==> config.mk <==
export PLATFORM = sky130hd
export DESIGN_NAME = uartprobe_wide_flat
export DESIGN_NICKNAME = d
export VERILOG_FILES = /design/src/rtl/uartprobe_wide_if.sv /design/src/rtl/uartprobe_wide.sv /design/src/flat_wrapper.sv
export SDC_FILE = /design/constraint.sdc
export NUM_CORES = 1
export LEC_CHECK = 0
export BUFFER_PORTS_ARGS = -buffer_cell sky130_fd_sc_hd__buf_2
export CAP_MARGIN = 40
export CORE_MARGIN = 3
export CORE_UTILIZATION = 25
export CTS_CLUSTER_DIAMETER = 120
export CTS_CLUSTER_SIZE = 12
export DETAILED_ROUTE_END_ITERATION = 6
export RECOVER_POWER = 100
export SLEW_MARGIN = 25
export SYNTH_ARGS = -nofsm -noshare
export SYNTH_HDL_FRONTEND = slang
export SYNTH_SLANG_ARGS = --single-unit
==> constraint.sdc <==
create_clock -name clk -period 9.6 [get_ports clk]
set_input_delay 0.96 -clock clk [delete_from_list [all_inputs] [get_ports clk]]
set_output_delay 0.96 -clock clk [all_outputs]
set_load 0.005 [all_outputs]
==> src/rtl/uartprobe_wide_if.sv <==
// UART byte channel plus single-beat AXI master signals of the debug probe.
interface uartprobe_wide_if #(
    parameter int DATA_BYTES = 4
) ();
    logic                    rx_valid;
    logic [7:0]              rx_data;
    logic                    rx_ready;
    logic                    tx_valid;
    logic [7:0]              tx_data;
    logic                    tx_ready;
    logic [31:0]             m_axi_araddr;
    logic [2:0]              m_axi_arsize;
    logic                    m_axi_arvalid;
    logic                    m_axi_arready;
    logic [8*DATA_BYTES-1:0] m_axi_rdata;
    logic [1:0]              m_axi_rresp;
    logic                    m_axi_rvalid;
    logic                    m_axi_rready;
    logic [31:0]             m_axi_awaddr;
    logic [2:0]              m_axi_awsize;
    logic                    m_axi_awvalid;
    logic                    m_axi_awready;
    logic [8*DATA_BYTES-1:0] m_axi_wdata;
    logic [DATA_BYTES-1:0]   m_axi_wstrb;
    logic                    m_axi_wvalid;
    logic                    m_axi_wready;
    logic [1:0]              m_axi_bresp;
    logic                    m_axi_bvalid;
    logic                    m_axi_bready;

    modport master (
        input  rx_valid, rx_data, tx_ready,
        output rx_ready, tx_valid, tx_data,
        output m_axi_araddr, m_axi_arsize, m_axi_arvalid, input m_axi_arready,
        input  m_axi_rdata, m_axi_rresp, m_axi_rvalid, output m_axi_rready,
        output m_axi_awaddr, m_axi_awsize, m_axi_awvalid, input m_axi_awready,
        output m_axi_wdata, m_axi_wstrb, m_axi_wvalid, input m_axi_wready,
        input  m_axi_bresp, m_axi_bvalid, output m_axi_bready
    );

    modport slave (
        output rx_valid, rx_data, tx_ready,
        input  rx_ready, tx_valid, tx_data,
        input  m_axi_araddr, m_axi_arsize, m_axi_arvalid, output m_axi_arready,
        output m_axi_rdata, m_axi_rresp, m_axi_rvalid, input m_axi_rready,
        input  m_axi_awaddr, m_axi_awsize, m_axi_awvalid, output m_axi_awready,
        input  m_axi_wdata, m_axi_wstrb, m_axi_wvalid, output m_axi_wready,
        output m_axi_bresp, m_axi_bvalid, input m_axi_bready
    );
endinterface

==> src/rtl/uartprobe_wide.sv <==
// UART debug probe: byte-stream command decoder driving GPO/GPI and single-beat AXI accesses.
//
// state     | meaning
// S_IDLE    | waiting for a command byte
// S_RX_ARG  | collecting argument bytes into the shadow register
// S_TX_RESP | shifting response bytes out on the TX channel
// S_AR      | read address presented, waiting for arready
// S_R       | waiting for read data
// S_AWW     | write address and data presented, each waits for its own ready
// S_B       | waiting for write response
module uartprobe_wide #(
    parameter int                        GPIO_BYTES    = 4,
    parameter int                        DATA_BYTES    = 4,
    parameter logic [8*GPIO_BYTES-1:0]   GPO_ON_RESET  = {GPIO_BYTES{8'hA5}},
    parameter logic [31:0]               ADDR_ON_RESET = 32'h0
) (
    input  logic                    clk,
    input  logic                    m_aresetn,
    uartprobe_wide_if.master        bus,
    output logic [8*GPIO_BYTES-1:0] gpo,
    input  logic [8*GPIO_BYTES-1:0] gpi
);
    localparam int DW    = 8 * DATA_BYTES;
    localparam int MAX_A = (GPIO_BYTES > DATA_BYTES) ? GPIO_BYTES : DATA_BYTES;
    localparam int ARG_B = (MAX_A > 4) ? MAX_A : 4;
    localparam int MAX_T = (GPIO_BYTES > DATA_BYTES + 1) ? GPIO_BYTES : DATA_BYTES + 1;
    localparam int TX_W  = 8 * ((MAX_T > 4) ? MAX_T : 4);

    typedef enum logic [2:0] {S_IDLE, S_RX_ARG, S_TX_RESP, S_AR, S_R, S_AWW, S_B} state_t;

    state_t              state;
    logic [7:0]          cmd;
    logic [3:0]          cnt;
    logic [8*ARG_B-1:0]  arg;
    logic [TX_W-1:0]     tx_sh;
    logic [31:0]         addr;
    logic                ae;
    logic [DW-1:0]       wdata;
    logic rx_ready_q, tx_valid_q, arvalid_q, rready_q, awvalid_q, wvalid_q, bready_q;

    logic [3:0]          arg_len;
    logic [3:0]          arg_idx;
    logic [8*ARG_B-1:0]  arg_nxt;
    logic                rx_hs, tx_hs;

    assign rx_hs = bus.rx_valid && rx_ready_q;
    assign tx_hs = tx_valid_q && bus.tx_ready;

    // Bytes land at their LSB-first position; commits read arg_nxt so the last byte is included.
    always_comb begin
        case (cmd)
            8'h03:   arg_len = 4'(GPIO_BYTES);
            8'h04:   arg_len = 4'd4;
            8'h07:   arg_len = 4'(DATA_BYTES);
            default: arg_len = 4'd1;
        endcase
        arg_idx = arg_len - cnt;
        arg_nxt = arg;
        for (int i = 0; i < ARG_B; i++) begin
            if (arg_idx == 4'(i)) arg_nxt[8*i +: 8] = bus.rx_data;
        end
    end

    always_ff @(posedge clk or negedge m_aresetn) begin
        if (!m_aresetn) begin
            state      <= S_IDLE;
            cmd        <= 8'h00;
            cnt        <= 4'd0;
            arg        <= '0;
            tx_sh      <= '0;
            addr       <= ADDR_ON_RESET;
            ae         <= 1'b1;
            wdata      <= '0;
            gpo        <= GPO_ON_RESET;
            rx_ready_q <= 1'b1;
            tx_valid_q <= 1'b0;
            arvalid_q  <= 1'b0;
            rready_q   <= 1'b0;
            awvalid_q  <= 1'b0;
            wvalid_q   <= 1'b0;
            bready_q   <= 1'b0;
        end else begin
            case (state)
                S_IDLE: if (rx_hs) begin
                    // Default is a one-byte NAK response; known commands override below.
                    cmd        <= bus.rx_data;
                    rx_ready_q <= 1'b0;
                    tx_valid_q <= 1'b1;
                    state      <= S_TX_RESP;
                    cnt        <= 4'd1;
                    tx_sh      <= TX_W'(8'hEE);
                    case (bus.rx_data)
                        8'h01: begin tx_sh <= TX_W'(gpi);  cnt <= 4'(GPIO_BYTES); end
                        8'h02: begin tx_sh <= TX_W'(gpo);  cnt <= 4'(GPIO_BYTES); end
                        8'h05: begin tx_sh <= TX_W'(addr); cnt <= 4'd4; end
                        8'h09: tx_sh <= TX_W'({7'b0, ae});
                        8'h03, 8'h04, 8'h07, 8'h08: begin
                            rx_ready_q <= 1'b1;
                            tx_valid_q <= 1'b0;
                            state      <= S_RX_ARG;
                            cnt        <= (bus.rx_data == 8'h03) ? 4'(GPIO_BYTES) :
                                          (bus.rx_data == 8'h04) ? 4'd4 :
                                          (bus.rx_data == 8'h07) ? 4'(DATA_BYTES) : 4'd1;
                        end
                        8'h06: begin
                            tx_valid_q <= 1'b0;
                            arvalid_q  <= 1'b1;
                            state      <= S_AR;
                        end
                        default: ;
                    endcase
                end
                S_RX_ARG: if (rx_hs) begin
                    arg <= arg_nxt;
                    cnt <= cnt - 4'd1;
                    if (cnt == 4'd1) begin
                        state <= S_IDLE;
                        case (cmd)
                            8'h03: gpo  <= arg_nxt[8*GPIO_BYTES-1:0];
                            8'h04: addr <= arg_nxt[31:0];
                            8'h08: ae   <= arg_nxt[0];
                            8'h07: begin
                                wdata      <= arg_nxt[DW-1:0];
                                rx_ready_q <= 1'b0;
                                awvalid_q  <= 1'b1;
                                wvalid_q   <= 1'b1;
                                state      <= S_AWW;
                            end
                            default: ;
                        endcase
                    end
                end
                S_TX_RESP: if (tx_hs) begin
                    tx_sh <= tx_sh >> 8;
                    cnt   <= cnt - 4'd1;
                    if (cnt == 4'd1) begin
                        tx_valid_q <= 1'b0;
                        rx_ready_q <= 1'b1;
                        state      <= S_IDLE;
                    end
                end
                S_AR: if (bus.m_axi_arready) begin
                    arvalid_q <= 1'b0;
                    rready_q  <= 1'b1;
                    state     <= S_R;
                end
                S_R: if (bus.m_axi_rvalid) begin
                    rready_q   <= 1'b0;
                    tx_sh      <= TX_W'({6'b0, bus.m_axi_rresp, bus.m_axi_rdata});
                    cnt        <= 4'(DATA_BYTES + 1);
                    tx_valid_q <= 1'b1;
                    state      <= S_TX_RESP;
                    if (ae) addr <= addr + 32'(DATA_BYTES);
                end
                S_AWW: begin
                    if (bus.m_axi_awready) awvalid_q <= 1'b0;
                    if (bus.m_axi_wready)  wvalid_q  <= 1'b0;
                    if ((!awvalid_q || bus.m_axi_awready) && (!wvalid_q || bus.m_axi_wready)) begin
                        bready_q <= 1'b1;
                        state    <= S_B;
                    end
                end
                S_B: if (bus.m_axi_bvalid) begin
                    bready_q   <= 1'b0;
                    tx_sh      <= TX_W'({6'b0, bus.m_axi_bresp});
                    cnt        <= 4'd1;
                    tx_valid_q <= 1'b1;
                    state      <= S_TX_RESP;
                    if (ae) addr <= addr + 32'(DATA_BYTES);
                end
                default: state <= S_IDLE;
            endcase
        end
    end

    assign bus.rx_ready      = rx_ready_q;
    assign bus.tx_valid      = tx_valid_q;
    assign bus.tx_data       = tx_sh[7:0];
    assign bus.m_axi_araddr  = addr;
    assign bus.m_axi_arsize  = 3'($clog2(DATA_BYTES));
    assign bus.m_axi_arvalid = arvalid_q;
    assign bus.m_axi_rready  = rready_q;
    assign bus.m_axi_awaddr  = addr;
    assign bus.m_axi_awsize  = 3'($clog2(DATA_BYTES));
    assign bus.m_axi_awvalid = awvalid_q;
    assign bus.m_axi_wdata   = wdata;
    assign bus.m_axi_wstrb   = '1;
    assign bus.m_axi_wvalid  = wvalid_q;
    assign bus.m_axi_bready  = bready_q;
endmodule

==> src/flat_wrapper.sv <==
// flat-port wrapper written by rule: the top's interface ports become plain ports
module uartprobe_wide_flat 
#(
    parameter int                        GPIO_BYTES    = 4,
    parameter int                        DATA_BYTES    = 4,
    parameter logic [8*GPIO_BYTES-1:0]   GPO_ON_RESET  = {GPIO_BYTES{8'hA5}},
    parameter logic [31:0]               ADDR_ON_RESET = 32'h0
)
  (clk, m_aresetn, gpo, gpi, bus_rx_valid, bus_rx_data, bus_tx_ready, bus_rx_ready, bus_tx_valid, bus_tx_data, bus_m_axi_araddr, bus_m_axi_arsize, bus_m_axi_arvalid, bus_m_axi_arready, bus_m_axi_rdata, bus_m_axi_rresp, bus_m_axi_rvalid, bus_m_axi_rready, bus_m_axi_awaddr, bus_m_axi_awsize, bus_m_axi_awvalid, bus_m_axi_awready, bus_m_axi_wdata, bus_m_axi_wstrb, bus_m_axi_wvalid, bus_m_axi_wready, bus_m_axi_bresp, bus_m_axi_bvalid, bus_m_axi_bready);
  uartprobe_wide_if #(.DATA_BYTES(DATA_BYTES)) bus_i ();
  input  logic clk;
  input  logic m_aresetn;
  output logic [8*GPIO_BYTES-1:0] gpo;
  input  logic [8*GPIO_BYTES-1:0] gpi;
  input wire logic [$bits(bus_i.rx_valid)-1:0] bus_rx_valid;
  input wire logic [$bits(bus_i.rx_data)-1:0] bus_rx_data;
  input wire logic [$bits(bus_i.tx_ready)-1:0] bus_tx_ready;
  output wire logic [$bits(bus_i.rx_ready)-1:0] bus_rx_ready;
  output wire logic [$bits(bus_i.tx_valid)-1:0] bus_tx_valid;
  output wire logic [$bits(bus_i.tx_data)-1:0] bus_tx_data;
  output wire logic [$bits(bus_i.m_axi_araddr)-1:0] bus_m_axi_araddr;
  output wire logic [$bits(bus_i.m_axi_arsize)-1:0] bus_m_axi_arsize;
  output wire logic [$bits(bus_i.m_axi_arvalid)-1:0] bus_m_axi_arvalid;
  input wire logic [$bits(bus_i.m_axi_arready)-1:0] bus_m_axi_arready;
  input wire logic [$bits(bus_i.m_axi_rdata)-1:0] bus_m_axi_rdata;
  input wire logic [$bits(bus_i.m_axi_rresp)-1:0] bus_m_axi_rresp;
  input wire logic [$bits(bus_i.m_axi_rvalid)-1:0] bus_m_axi_rvalid;
  output wire logic [$bits(bus_i.m_axi_rready)-1:0] bus_m_axi_rready;
  output wire logic [$bits(bus_i.m_axi_awaddr)-1:0] bus_m_axi_awaddr;
  output wire logic [$bits(bus_i.m_axi_awsize)-1:0] bus_m_axi_awsize;
  output wire logic [$bits(bus_i.m_axi_awvalid)-1:0] bus_m_axi_awvalid;
  input wire logic [$bits(bus_i.m_axi_awready)-1:0] bus_m_axi_awready;
  output wire logic [$bits(bus_i.m_axi_wdata)-1:0] bus_m_axi_wdata;
  output wire logic [$bits(bus_i.m_axi_wstrb)-1:0] bus_m_axi_wstrb;
  output wire logic [$bits(bus_i.m_axi_wvalid)-1:0] bus_m_axi_wvalid;
  input wire logic [$bits(bus_i.m_axi_wready)-1:0] bus_m_axi_wready;
  input wire logic [$bits(bus_i.m_axi_bresp)-1:0] bus_m_axi_bresp;
  input wire logic [$bits(bus_i.m_axi_bvalid)-1:0] bus_m_axi_bvalid;
  output wire logic [$bits(bus_i.m_axi_bready)-1:0] bus_m_axi_bready;
  assign bus_i.rx_valid = bus_rx_valid;
  assign bus_i.rx_data = bus_rx_data;
  assign bus_i.tx_ready = bus_tx_ready;
  assign bus_rx_ready = bus_i.rx_ready;
  assign bus_tx_valid = bus_i.tx_valid;
  assign bus_tx_data = bus_i.tx_data;
  assign bus_m_axi_araddr = bus_i.m_axi_araddr;
  assign bus_m_axi_arsize = bus_i.m_axi_arsize;
  assign bus_m_axi_arvalid = bus_i.m_axi_arvalid;
  assign bus_i.m_axi_arready = bus_m_axi_arready;
  assign bus_i.m_axi_rdata = bus_m_axi_rdata;
  assign bus_i.m_axi_rresp = bus_m_axi_rresp;
  assign bus_i.m_axi_rvalid = bus_m_axi_rvalid;
  assign bus_m_axi_rready = bus_i.m_axi_rready;
  assign bus_m_axi_awaddr = bus_i.m_axi_awaddr;
  assign bus_m_axi_awsize = bus_i.m_axi_awsize;
  assign bus_m_axi_awvalid = bus_i.m_axi_awvalid;
  assign bus_i.m_axi_awready = bus_m_axi_awready;
  assign bus_m_axi_wdata = bus_i.m_axi_wdata;
  assign bus_m_axi_wstrb = bus_i.m_axi_wstrb;
  assign bus_m_axi_wvalid = bus_i.m_axi_wvalid;
  assign bus_i.m_axi_wready = bus_m_axi_wready;
  assign bus_i.m_axi_bresp = bus_m_axi_bresp;
  assign bus_i.m_axi_bvalid = bus_m_axi_bvalid;
  assign bus_m_axi_bready = bus_i.m_axi_bready;
  uartprobe_wide #(.GPIO_BYTES(GPIO_BYTES), .DATA_BYTES(DATA_BYTES), .GPO_ON_RESET(GPO_ON_RESET), .ADDR_ON_RESET(ADDR_ON_RESET)) u_core (.clk(clk), .m_aresetn(m_aresetn), .bus(bus_i), .gpo(gpo), .gpi(gpi));
endmodule
Yosys cells after proc, flatten, opt, wreduce, memory -nomap -nowiden
Cells that the tools add are included.
- bits in registers: 191
- memories: 0
- memory bits (read-only): 0
- input port bits: 85
- word-level logic and storage cells: 165
- bits in latches: 0
- bits in writable memories: 0
- output and inout bits: 153
- $add $sub $neg: 3
- equality and inequality tests: 37
- multiplexer cells: 72
- shift operators: 0
- multipliers: 0
- bitwise logic cells: 0
- reduce and logical (&&, ||, !) cells: 37
- magnitude comparators: 0
- divide/modulo/power cells: 0
- operator list (operator ; number):
    2-to-1 mux 32 bit ; 6
    2-to-1 mux 40 bit ; 4
    one-hot mux 40 bit (4 select lines) ; 1
    one-hot mux 32 bit (4 select lines) ; 1
    one-hot mux 32 bit (3 select lines) ; 1
    equality test 8 x 3 -> 1 bit, second input constant ; 6
    2-to-1 mux 3 bit ; 12
    adder 32 x 3 -> 32 bit, second input constant ; 1
    2-to-1 mux 8 bit ; 4
    2-to-1 mux 4 bit ; 7
    2-to-1 mux 1 bit ; 25
    equality test 8 x 2 -> 1 bit, second input constant ; 3
    equality test 8 x 4 -> 1 bit, second input constant ; 3
    one-hot mux 3 bit (7 select lines) ; 1
    one-hot mux 4 bit (5 select lines) ; 1
    AND reduction 6 bit ; 3
    AND reduction 4 bit ; 4
    AND reduction 5 bit ; 3
    inequality test 2 x 1 -> 1 bit, second input constant ; 7
    inequality test 2 bit, second input constant ; 7
    one-hot mux 1 bit (2 select lines) ; 5
    equality test 3 bit, second input constant ; 3
    AND reduction 9 bit ; 1
    equality test 4 x 1 -> 1 bit, second input constant ; 2
    25 further kinds ; 38

Longest topological paths before layout
Gate-level depths: netlist (run 1).
- depth in word-level cells: 10
- depth in mapped cells: 12
- gate-level depth less buffers: 10

Least setup slack after synthesis (run 1)
Ideal clock, no wire load.
- kind: reg2reg
- start point: reg u_core.cmd[0]
- end point: reg u_core.arg[10]
- clock period less this slack: 3.383 ns
- path slack: 6.217 ns
- path buffers: 3
- setup time: 0.125 ns
- arrival time: 3.258 ns
- required time: 9.475 ns
- cell stages (with the launch flop): 13
- path through: dfrtp_1 or4b_2 a21oi_1 ha_1 inv_1 ha_1 or3_1 buf_6 a211o_1 buf_6 or2_1 buf_6 mux2_4
- longest elaborated chain between the ends: 6
- elaborated cells between the ends (all ways): 8
- classes of those cells: add/sub: 1; eq/ne: 4; mux: 2; reduce/logical: 1
- RTL lines (item ; line ; text):
    start, declared ; uartprobe_wide.sv:32 ; logic [7:0] cmd;
    start signal, assigned ; uartprobe_wide.sv:86 ; cmd <= bus.rx_data;
    equality test 8 x 2 -> 1 bit or equality test 8 x 3 -> 1 bit (tied branches) ; uartprobe_wide.sv:51 ; case (cmd)
    OR reduction 3 bit (no source line) * ; - ;
    2-to-1 mux 3 bit * ; uartprobe_wide.sv:51 ;
    subtractor 3 x 4 -> 4 bit * ; uartprobe_wide.sv:57 ; arg_idx = arg_len - cnt;
    equality test 4 x 1 -> 1 bit * ; uartprobe_wide.sv:60 ; if (arg_idx == 4'(i)) arg_nxt[8*i +: 8] = bus.rx_data;
    2-to-1 mux 8 bit * ; uartprobe_wide.sv:60 ;
    end signal, assigned ; uartprobe_wide.sv:114 ; arg <= arg_nxt;
    end, declared ; uartprobe_wide.sv:34 ; logic [8*ARG_B-1:0] arg;
Mark *: on every way between the ends. The rest lies on a longest branch, timed or not.
A chain may end at the register's enable or synchronous reset.

==> results.toml, run 1 <==
[status]
outcome = "finished, violations left"
violations = "max-capacitance violations, max-slew violations"

[drt]
num_vias = 9128
ant_nets = 0
drt-total-wl_um = 39400
drc_errors = 0
drt-wirelength-per-cell_um = 23.1
drtIter0Drc = 1249
routed_via_density = 5.36
first_pass_iters = 6

[timing]
layout_setup_ws_ps = 4390
rsz0062_at_grt = "no"
slew_viol_final = 113
relSlewSlack = -0.747
finalCritPeriodShare = 0.543
fmax_mhz = 192
skew_ps = 20.0
hold_violations = 0
setup_viol = 0
fin_tns_setup_ps = 0
max_slew.worst_pin.slew_ps = 2620
layout_min_cycle_time_ps = 5210

[placed_design]
gp_congestion = 0.866
placed_area_um2 = 11300
port_buffers = 227
place_hpwl_um = 30200
preCtsSetupSlack_ps = 5720
dp_cells = 1671

[global_route]
first_global_vias = 8611
grt_util_all_layers = 0.183
grt_pass1_wl_um = 57300
grt_max_degree = 55
grt_overflow = 0
antenna_found_initial = 0

[synthesis]
mappedNetlistArea_um2 = 9940
ys_types = 73
synth-edff-count = 0
synthFlopType = "dfrtp_1"
synth_cells = 1019
yosysSeqAreaShare = 0.468
async_flop_share = 1.00
yosys_warnings = 0
syn_avg_cell_area_um2 = 9.75
synth_seq_cells = 185

[clock_tree]
path_clk_slew_ps = 80
ctsRootBufferMaster = "clkbuf_16"
cts_tree = "done"
post_cts_buffers = 0
htree_num_levels = 4
numClockSinks = 185
insertion_delay_ps = 450
numCtsBuffers = 17
ctsResizeCount = 0
cts_hold_buf = 0
clockBufferDepth = 2

[die]
core_area_um2 = 38900
start_util = 0.255
die_area_um2 = 42200
die_w_um = 205
die_y_um = 205
num_rows = 72
io_pins = 238

[finish]
final_common_cell = "dfrtp_1"
antenna-diode-count = 0
area_growth_pct = 18.0
final_util = 0.301
finalInstanceArea_um2 = 11700
drive_above_1_share = 0.194
finish.net_count = 1264
final_cells = 1703
most-common-layout-cells = "167 x dfrtp_1, 135 x buf_2, 98 x clkbuf_1"

[setup_path]
cp-end-kind = "asynchronous set/reset pin"
slowest_delay_ps = 1820
critPathKind = "in -> async"
timing.critical_path.mode_cell = "clkbuf_1"
crit_required_ps = 10170
startpoint_type = "input port"
crit_arrival_ps = 5780
cp_cell_sequence = "clkbuf_1, clkbuf_1, clkbuf_1, buf_16"
crit_fanout = 52
cp_slowest_cell = "clkbuf_1"

[power]
ir_worst_vdd_mv = 0.109
power_density_nw_per_um2 = 222
p_leak_nw = 5.08

[hold_path]
min-delay-path-class = "reg -> reg"

[run]
maxCapViolCount = 3
==> final timing paths <==
| path | slack (ps) | from | cells after the start | endpoint |
|---|---|---|---|---|
| min in group asynchronous | 1340 | m_aresetn | 1 | u_core.tx_sh[19]$_DFFE_PN0P_ |
| worst min-delay path | 480 | u_core.tx_sh[33]$_DFFE_PN0P_ | 2 | u_core.tx_sh[33]$_DFFE_PN0P_ |
| max in group clk | 5370 | u_core.cmd[0]$_DFFE_PN0P_ | 9 | u_core.bus.m_axi_wdata[17]$_DFFE_PN0P_ |
| worst max-delay path | 4390 | m_aresetn | 4 | u_core.gpo[7]$_DFFE_PN1P_ |
| worst max register to register | 5370 | u_core.cmd[0]$_DFFE_PN0P_ | 9 | u_core.bus.m_axi_wdata[17]$_DFFE_PN0P_ |
| worst min register to register | 480 | u_core.tx_sh[33]$_DFFE_PN0P_ | 2 | u_core.tx_sh[33]$_DFFE_PN0P_ |
==> layout make-up <==
cell class,instances,area (um2)
tap,518,648
clock inverter,14,184
inverter,14,52.6
timing repair buffer,252,1260
multi-input combinational,703,4500
sequential,185,4650
clock buffer,17,425
fill,4173,27200
==> cell usage after synthesis, types with 5 or more instances <==
library cell    n  area, um2
mux2i_1        35        350
a22oi_1        27        203
nand4_1         9       56.3
o21ai_1         5       25.0
buf_4          52        390
dfrtp_1       167       4180
a41oi_1         5       43.8
a222oi_1       19        190
or3_1           5       31.3
dfstp_2        18        473
nand2_1        77        289
a21oi_1        71        355
a211oi_1        8       60.1
buf_6           5       56.3
clkbuf_1       44        165
a22o_1         14        123
o31ai_1         8       60.1
a31oi_1        32        200
mux2_2         21        236
nor2_1         95        357
buf_2          21        105
a221oi_1       16        140
ha_1            6       75.1
nor4_1         10       62.6
inv_1          13       48.8
o22ai_1        18        113
nand3_1        21        105
mux2_4         12        180
nor3_1         15       75.1
and3_1         10       62.6
nand2b_1        8       50.1
o21ai_0        61        305
nand3b_1        5       37.5
==> state kept, by name, summed over array words and instances (netlist names), 3 cells and up <==
signal / cells
u_core.cmd: 8
u_core.bus.m_axi_wdata: 32
u_core.bus.m_axi_araddr: 32
u_core.gpo: 32
u_core.arg: 32
u_core.cnt: 4
u_core.tx_sh: 34
u_core.state: 3
==> metrics by stage <==
step                      hold WS (ps)  power, mW
after floorplan                    438       1.61
after global placement             460       1.84
after detailed placement           465       1.88
after CTS                          458       2.63
after global routing               512       2.76
final                              476       2.61
==> critical path, delay by kind of cell <==
kind / cells / cell delay (ps)
buffers and inverters: 4 / 4770
==> cell families (layout without fill, tap and decap cells) <==
kind of cell / after synthesis / in the layout / synth area share
fa+ha+maj: 6 / 6 / 0.00755
simple gates: 286 / 286 / 0.142
compound gates: 327 / 327 / 0.220
flops: 185 / 185 / 0.468
xor+xnor: 4 / 4 / 0.00353
other cells: 2 / 10 / 0.000756
mux: 70 / 70 / 0.0795
buf+inv: 139 / 297 / 0.0786
==> power by group <==
| part | total (mW) | internal [mW] | switching [mW] |
|---|---|---|---|
| Sequential | 1.02 | 0.899 | 0.122 |
| Clock | 0.747 | 0.397 | 0.350 |
| Combinational | 0.838 | 0.325 | 0.513 |
==> per-layer routing <==
| layer | GRT usage | vias up | routed length, um | part of all wire |
|---|---|---|---|---|
| li1 | - | 4047 | - | - |
| met2 | 0.274 | 486 | 17200 | 0.44 |
| met4 | 0.0547 | 0 | 928 | 0.024 |
| met1 | 0.265 | 4552 | 17700 | 0.45 |
| met3 | 0.0381 | 43 | 3610 | 0.092 |
| met5 | 0 | - | 0 | 0 |
Note: power is estimated with default switching activity, not from simulation.
==> run 2: changes to the inputs <==
--- a/config.mk
+++ b/config.mk
@@ -5,6 +5,7 @@
 export SDC_FILE = /design/constraint.sdc
 export NUM_CORES = 1
 export LEC_CHECK = 0
+export ABC_AREA = 1
 export BUFFER_PORTS_ARGS = -buffer_cell sky130_fd_sc_hd__buf_2
 export CAP_MARGIN = 40
 export CORE_MARGIN = 3
==> constraint.sdc (replaced) <==
create_clock -name clk -period 4.72 [get_ports clk]
set_input_delay 0.472 -clock clk [delete_from_list [all_inputs] [get_ports clk]]
set_output_delay 0.472 -clock clk [all_outputs]
set_load 0.005 [all_outputs]
==> run 2 against run 1 <==
The flow still finishes with violations (max-capacitance violations, max-slew violations). Via count increased by 16%. Setup slack worse by 3400 ps. First-iteration DRC count decreased by 22%. Register-to-register slack got worse by 4400 ps. Core utilization is 0.24 points lower. Non-clock buffer count decreased by 4. Synthesized cell count is 50% higher.
==> results.toml, run 2 <==
[timing]
skew_ps = 18.2
setup_viol = 0
slew_viol_final = 71
hold_violations = 0
layout_setup_ws_ps = 1010
finalCritPeriodShare = 0.786
layout_min_cycle_time_ps = 3710
fmax_mhz = 270
fin_tns_setup_ps = 0
whs_ps = 267
max_slew.worst_pin.slew_ps = 3680
relSlewSlack = -1.46
rsz0062_at_grt = "no"

[synthesis]
synth_area_leaders = "dfrtp_1 39%, nand2_1 19%, nand3_1 7.2%"
syn_avg_cell_area_um2 = 7.02
synth_seq_cells = 185
synth_cells = 1533
async_flop_share = 1.00
synth.most_common_cell = "nand2_1"
ys_types = 35
synth-edff-count = 0
mappedNetlistArea_um2 = 10800
yosys.area.top_type = "dfrtp_1"
yosysSeqAreaShare = 0.432
synthFlopType = "dfrtp_1"
synth_common_cells = "544 x nand2_1, 167 x dfrtp_1, 155 x nand3_1"
yosysTopAreaCellShare = 0.388
yosys_warnings = 0

[power]
power_density_nw_per_um2 = 251
p_leak_nw = 5.85
power_mw = 3.16
ir_worst_vdd_mv = 0.260

[placed_design]
preCtsSetupSlack_ps = 1370
port_buffers = 227
place_hpwl_um = 33400
dp_cells = 2217
gp_congestion = 0.866
placed_area_um2 = 12200

[hold_path]
min-delay-path-class = "in -> reg"

[global_route]
grt_util_all_layers = 0.184
grt_pass1_wl_um = 62700
grt_overflow = 0
antenna_found_initial = 4
first_global_vias = 9800
grt_max_degree = 116

[clock_tree]
ctsRootBufferMaster = "clkbuf_16"
cts_tree = "done"
clockBufferDepth = 2
htree_num_levels = 4
post_cts_buffers = 0
ctsResizeCount = 0
insertion_delay_ps = 460
cts_hold_buf = 0
path_clk_slew_ps = 80
numClockSinks = 185
numCtsBuffers = 17

[drt]
drtIter0Drc = 972
first_pass_iters = 5
drc_errors = 0
drt-total-wl_um = 42400
ant_nets = 0
routed_via_density = 4.70
drt-wirelength-per-cell_um = 18.8
num_vias = 10566

[run]
maxCapViolCount = 1

[finish]
finish.net_count = 1789
area_growth_pct = 17.3
final_common_cell = "nand2_1"
most-common-layout-cells = "545 x nand2_1, 167 x dfrtp_1, 155 x nand3_1"
largest_reg_flops = 34
drive_above_1_share = 0.115
top_register = "u_core.tx_sh"
final_cells = 2250
final_util = 0.299
finalInstanceArea_um2 = 12600
antenna-diode-count = 0

[setup_path]
crit_required_ps = 5020
critPathKind = "reg -> reg"
startpoint_type = "flop"
crit_fanout = 20
cp-end-kind = "flop"
crit_arrival_ps = 4010

[die]
die_y_um = 213
num_rows = 75
die_w_um = 213
io_pins = 238
die_area_um2 = 45600
core_area_um2 = 42200
start_util = 0.255

[status]
violations = "max-capacitance violations, max-slew violations"
outcome = "finished, violations left"
[run 2: layout make-up]
| cell class | count | area (um2) |
|---|---|---|
| fill | 4684 | 29600 |
| clock buffer | 18 | 439 |
| sequential | 185 | 4650 |
| timing repair buffer | 248 | 1220 |
| clock inverter | 14 | 150 |
| multi-input combinational | 1136 | 5070 |
| tap | 539 | 674 |
| inverter | 110 | 415 |
[run 2: power breakdown]
part,internal (mW),switching [mW],leakage (nW)
Clock,0.726,0.748,0.284
Sequential,1.58,0.0000945,2.36
Combinational,0.0308,0.0735,3.20
[run 2: critical path, cell delays in order, from the launching register on]
cell and delay, ps:
dfrtp_1 390, inv_1 60, nand2_1 50, nor2_1 260, nand2_1 180, nand2_1 130
ha_1 150, inv_1 50, ha_1 190, xnor2_1 340, nand2_1 90, nor2_1 90
clkbuf_1 650, nand2_1 400, nand2_1 180, and2_0 230, o21ai_0 110
[run 2: per-layer routing]
layer	up-vias	track usage	share of wire
li1	5181	-	-
met1	4940	0.264	0.46
met2	377	0.265	0.42
met3	60	0.0594	0.096
met4	8	0.0524	0.027
met5	-	0	0.0013
[run 2: final timing paths]
kind                                            from                                 endpoint  slack [ps]  cells past startpoint
max                        u_core.cmd[4]$_DFFE_PN0P_               u_core.arg[11]$_DFFE_PN0P_        1010                     16
min reg2reg                u_core.arg[2]$_DFFE_PN0P_                u_core.arg[2]$_DFFE_PN0P_         490                      2
max in group asynchronous                  m_aresetn  u_core.bus.m_axi_araddr[11]$_DFFE_PN0P_        1140                      1
min                               bus_m_axi_rresp[0]             u_core.tx_sh[32]$_DFFE_PN0P_         270                      3
max reg2reg                u_core.cmd[4]$_DFFE_PN0P_               u_core.arg[11]$_DFFE_PN0P_        1010                     16
min in group asynchronous                  m_aresetn              u_core.tx_sh[0]$_DFFE_PN0P_        1490                      1
[run 2: cells by family (layout without fill, tap and decap cells)]
family,after synthesis,in the layout,synth area share
AO/OA/AOI/OAI,207,207,0.104
other,2,10,0.000698
flip-flops,185,185,0.432
AND/OR/NAND/NOR,900,900,0.346
buffers and inverters,220,390,0.0990
XOR/XNOR,13,13,0.0106
adder cells (fa/ha/maj),6,6,0.00698
==> run 3: changes to the inputs <==
==> constraint.sdc (replaced) <==
create_clock -name clk -period 3.8 [get_ports clk]
set_input_delay 0.38 -clock clk [delete_from_list [all_inputs] [get_ports clk]]
set_output_delay 0.38 -clock clk [all_outputs]
set_load 0.005 [all_outputs]
==> run 3 against run 2 <==
The flow still finishes with violations (max-capacitance violations, max-slew violations). Core utilization shrank 0.089 points. Combinational power grew 23%. Setup slack lost 430 ps. Via count grew 1.7%. Routed wire length grew 1.2%. First-iteration DRC count grew 10%. Register-to-register slack lost 430 ps. Clock power grew 29%. Sequential share of layout area grew 0.11 points. Cell area shrank 0.30%. Clock skew shrank 7.6 ps. Non-clock buffer count grew 2.
==> results.toml, run 3 (synthesis results as in run 2) <==
[clock_tree]
path_clk_slew_ps = 80
htree_num_levels = 4
post_cts_buffers = 0
insertion_delay_ps = 440
numClockSinks = 185
clockBufferDepth = 2
ctsRootBufferMaster = "clkbuf_16"
cts_tree = "done"
numCtsBuffers = 17

[status]
violations = "max-capacitance violations, max-slew violations"
outcome = "finished, violations left"

[die]
core_area_um2 = 42200
die_w_um = 213
num_rows = 75
die_area_um2 = 45600
die_y_um = 213
io_pins = 238
start_util = 0.255

[drt]
ant_nets = 0
drc_errors = 0
drt-wirelength-per-cell_um = 19.0
wl_met1_um = 19900
num_vias = 10750
top_layer = "met5"
routed_via_density = 4.77
drt-total-wl_um = 42900
route.met2.wl_um = 18100
wl_met3_um = 3990
drtIter0Drc = 1073
first_pass_iters = 5

[finish]
top_register = "u_core.tx_sh"
n_fill_cell = 4705
final_common_cell = "nand2_1"
drive_above_1_share = 0.111
area_growth_pct = 17.0
most-common-layout-cells = "547 x nand2_1, 167 x dfrtp_1, 155 x nand3_1"
finalInstanceArea_um2 = 12600
finish.net_count = 1791
largest_reg_flops = 34
antenna-diode-count = 0

[setup_path]
crit_required_ps = 4130
cp_cell_sequence = "inv_1, nand2_1, nor2_1, nand2_1, nand2_1, ha_1, nand3_1, nand3_1, nand4_1, clkbuf_1, inv_1, nand2_1, nand3_1, nand2_1, nand2_1"
crit_arrival_ps = 3550
cp_slowest_cell = "clkbuf_1"
timing.critical_path.mode_cell = "nand2_1"
startpoint_type = "flop"
crit_fanout = 14
slowest_delay_ps = 490
cp-end-kind = "flop"
critPathKind = "reg -> reg"

[timing]
fin_tns_setup_ps = 0
hold_violations = 0
layout_setup_ws_ps = 580
fmax_mhz = 311
skew_ps = 10.6
slew_viol_final = 148
layout_min_cycle_time_ps = 3220
setup_viol = 0
relSlewSlack = -0.335
max_slew.worst_pin.slew_ps = 2000
finalCritPeriodShare = 0.847
rsz0062_at_grt = "no"

[power]
p_leak_nw = 5.81
ir_worst_vdd_mv = 0.267
power_density_nw_per_um2 = 317

[placed_design]
preCtsSetupSlack_ps = 915
gp_congestion = 0.921
place_hpwl_um = 33300
port_buffers = 227
placed_area_um2 = 12100

[global_route]
first_global_vias = 10130
antenna_found_initial = 4
grt_pass1_wl_um = 63700
grt_max_degree = 79
grt_overflow = 0
grt_util_all_layers = 0.185

[run]
maxCapViolCount = 2

[hold_path]
min-delay-path-class = "in -> reg"
==> run 3: worst paths after layout <==
kind                                                           to  cells past startpoint                             startpoint  slack [ps]
setup / recovery           u_core.bus.m_axi_araddr[7]$_DFFE_PN0P_                     15              u_core.cmd[6]$_DFFE_PN0P_         580
hold / removal                       u_core.tx_sh[33]$_DFFE_PN0P_                      3                     bus_m_axi_rresp[1]         180
setup reg to reg           u_core.bus.m_axi_araddr[7]$_DFFE_PN0P_                     15              u_core.cmd[6]$_DFFE_PN0P_         580
min in group asynchronous             u_core.tx_sh[3]$_DFFE_PN0P_                      2                              m_aresetn         450
hold reg to reg             u_core.bus.m_axi_wdata[4]$_DFFE_PN0P_                      2  u_core.bus.m_axi_wdata[4]$_DFFE_PN0P_         490
max in group asynchronous              u_core.gpo[29]$_DFFE_PN1P_                      4                              m_aresetn         840
==> run 3: routing by layer <==
| layer | up-vias | global-route usage |
|---|---|---|
| met5 | - | 0 |
| met4 | 8 | 0.0371 |
| met3 | 52 | 0.0606 |
| met2 | 382 | 0.274 |
| met1 | 5130 | 0.265 |
| li1 | 5178 | - |
==> run 3: cell type report <==
cell class              instances  area [um2]  area share
multi-input cells            1136        5060       0.403
flip-flops and latches        185        4650       0.370
repair buffers                250        1170      0.0930
well taps                     539         674      0.0536
clock buffers                  17         425      0.0338
inverters                     110         415      0.0330
clock inverters                15         181      0.0144
==> run 3: power breakdown <==
part	leakage (nW)	internal (mW)	switching [mW]
logic	3.15	0.0369	0.0914
registers	2.36	1.97	0.000119
clock network	0.302	1.00	0.893
total	5.81	3.00	0.985
==> run 3: stage by stage <==
step | utilization | cells | power (mW) | hold slack, ps
2_1_floorplan | - | 1541 | 2.03 | 84.4
3_3_place_gp | 0.287 | 2216 | 2.14 | 459
3_5_place_dp | 0.287 | 2218 | 2.14 | 467
4_1_cts | 0.302 | 2250 | 4.02 | 25.3
5_1_grt | 0.298 | 2252 | 4.11 | 196
6_report | 0.298 | 2252 | 3.99 | 180
==> run 3: what timing repair did <==
| item | CTS | global route |
|---|---|---|
| resized for setup | 0 | 0 |
| hold endpoints to repair | 0 | 7 |
| hold buffers | 0 | 1 |
==> run 3: critical path: cells and delay by family, from the launching register on <==
kind	cells	cell delay [ps]
adders and majority gates	1	260
DFF	1	390
buffers and inverters	3	870
and+or+nand+nor	11	1610
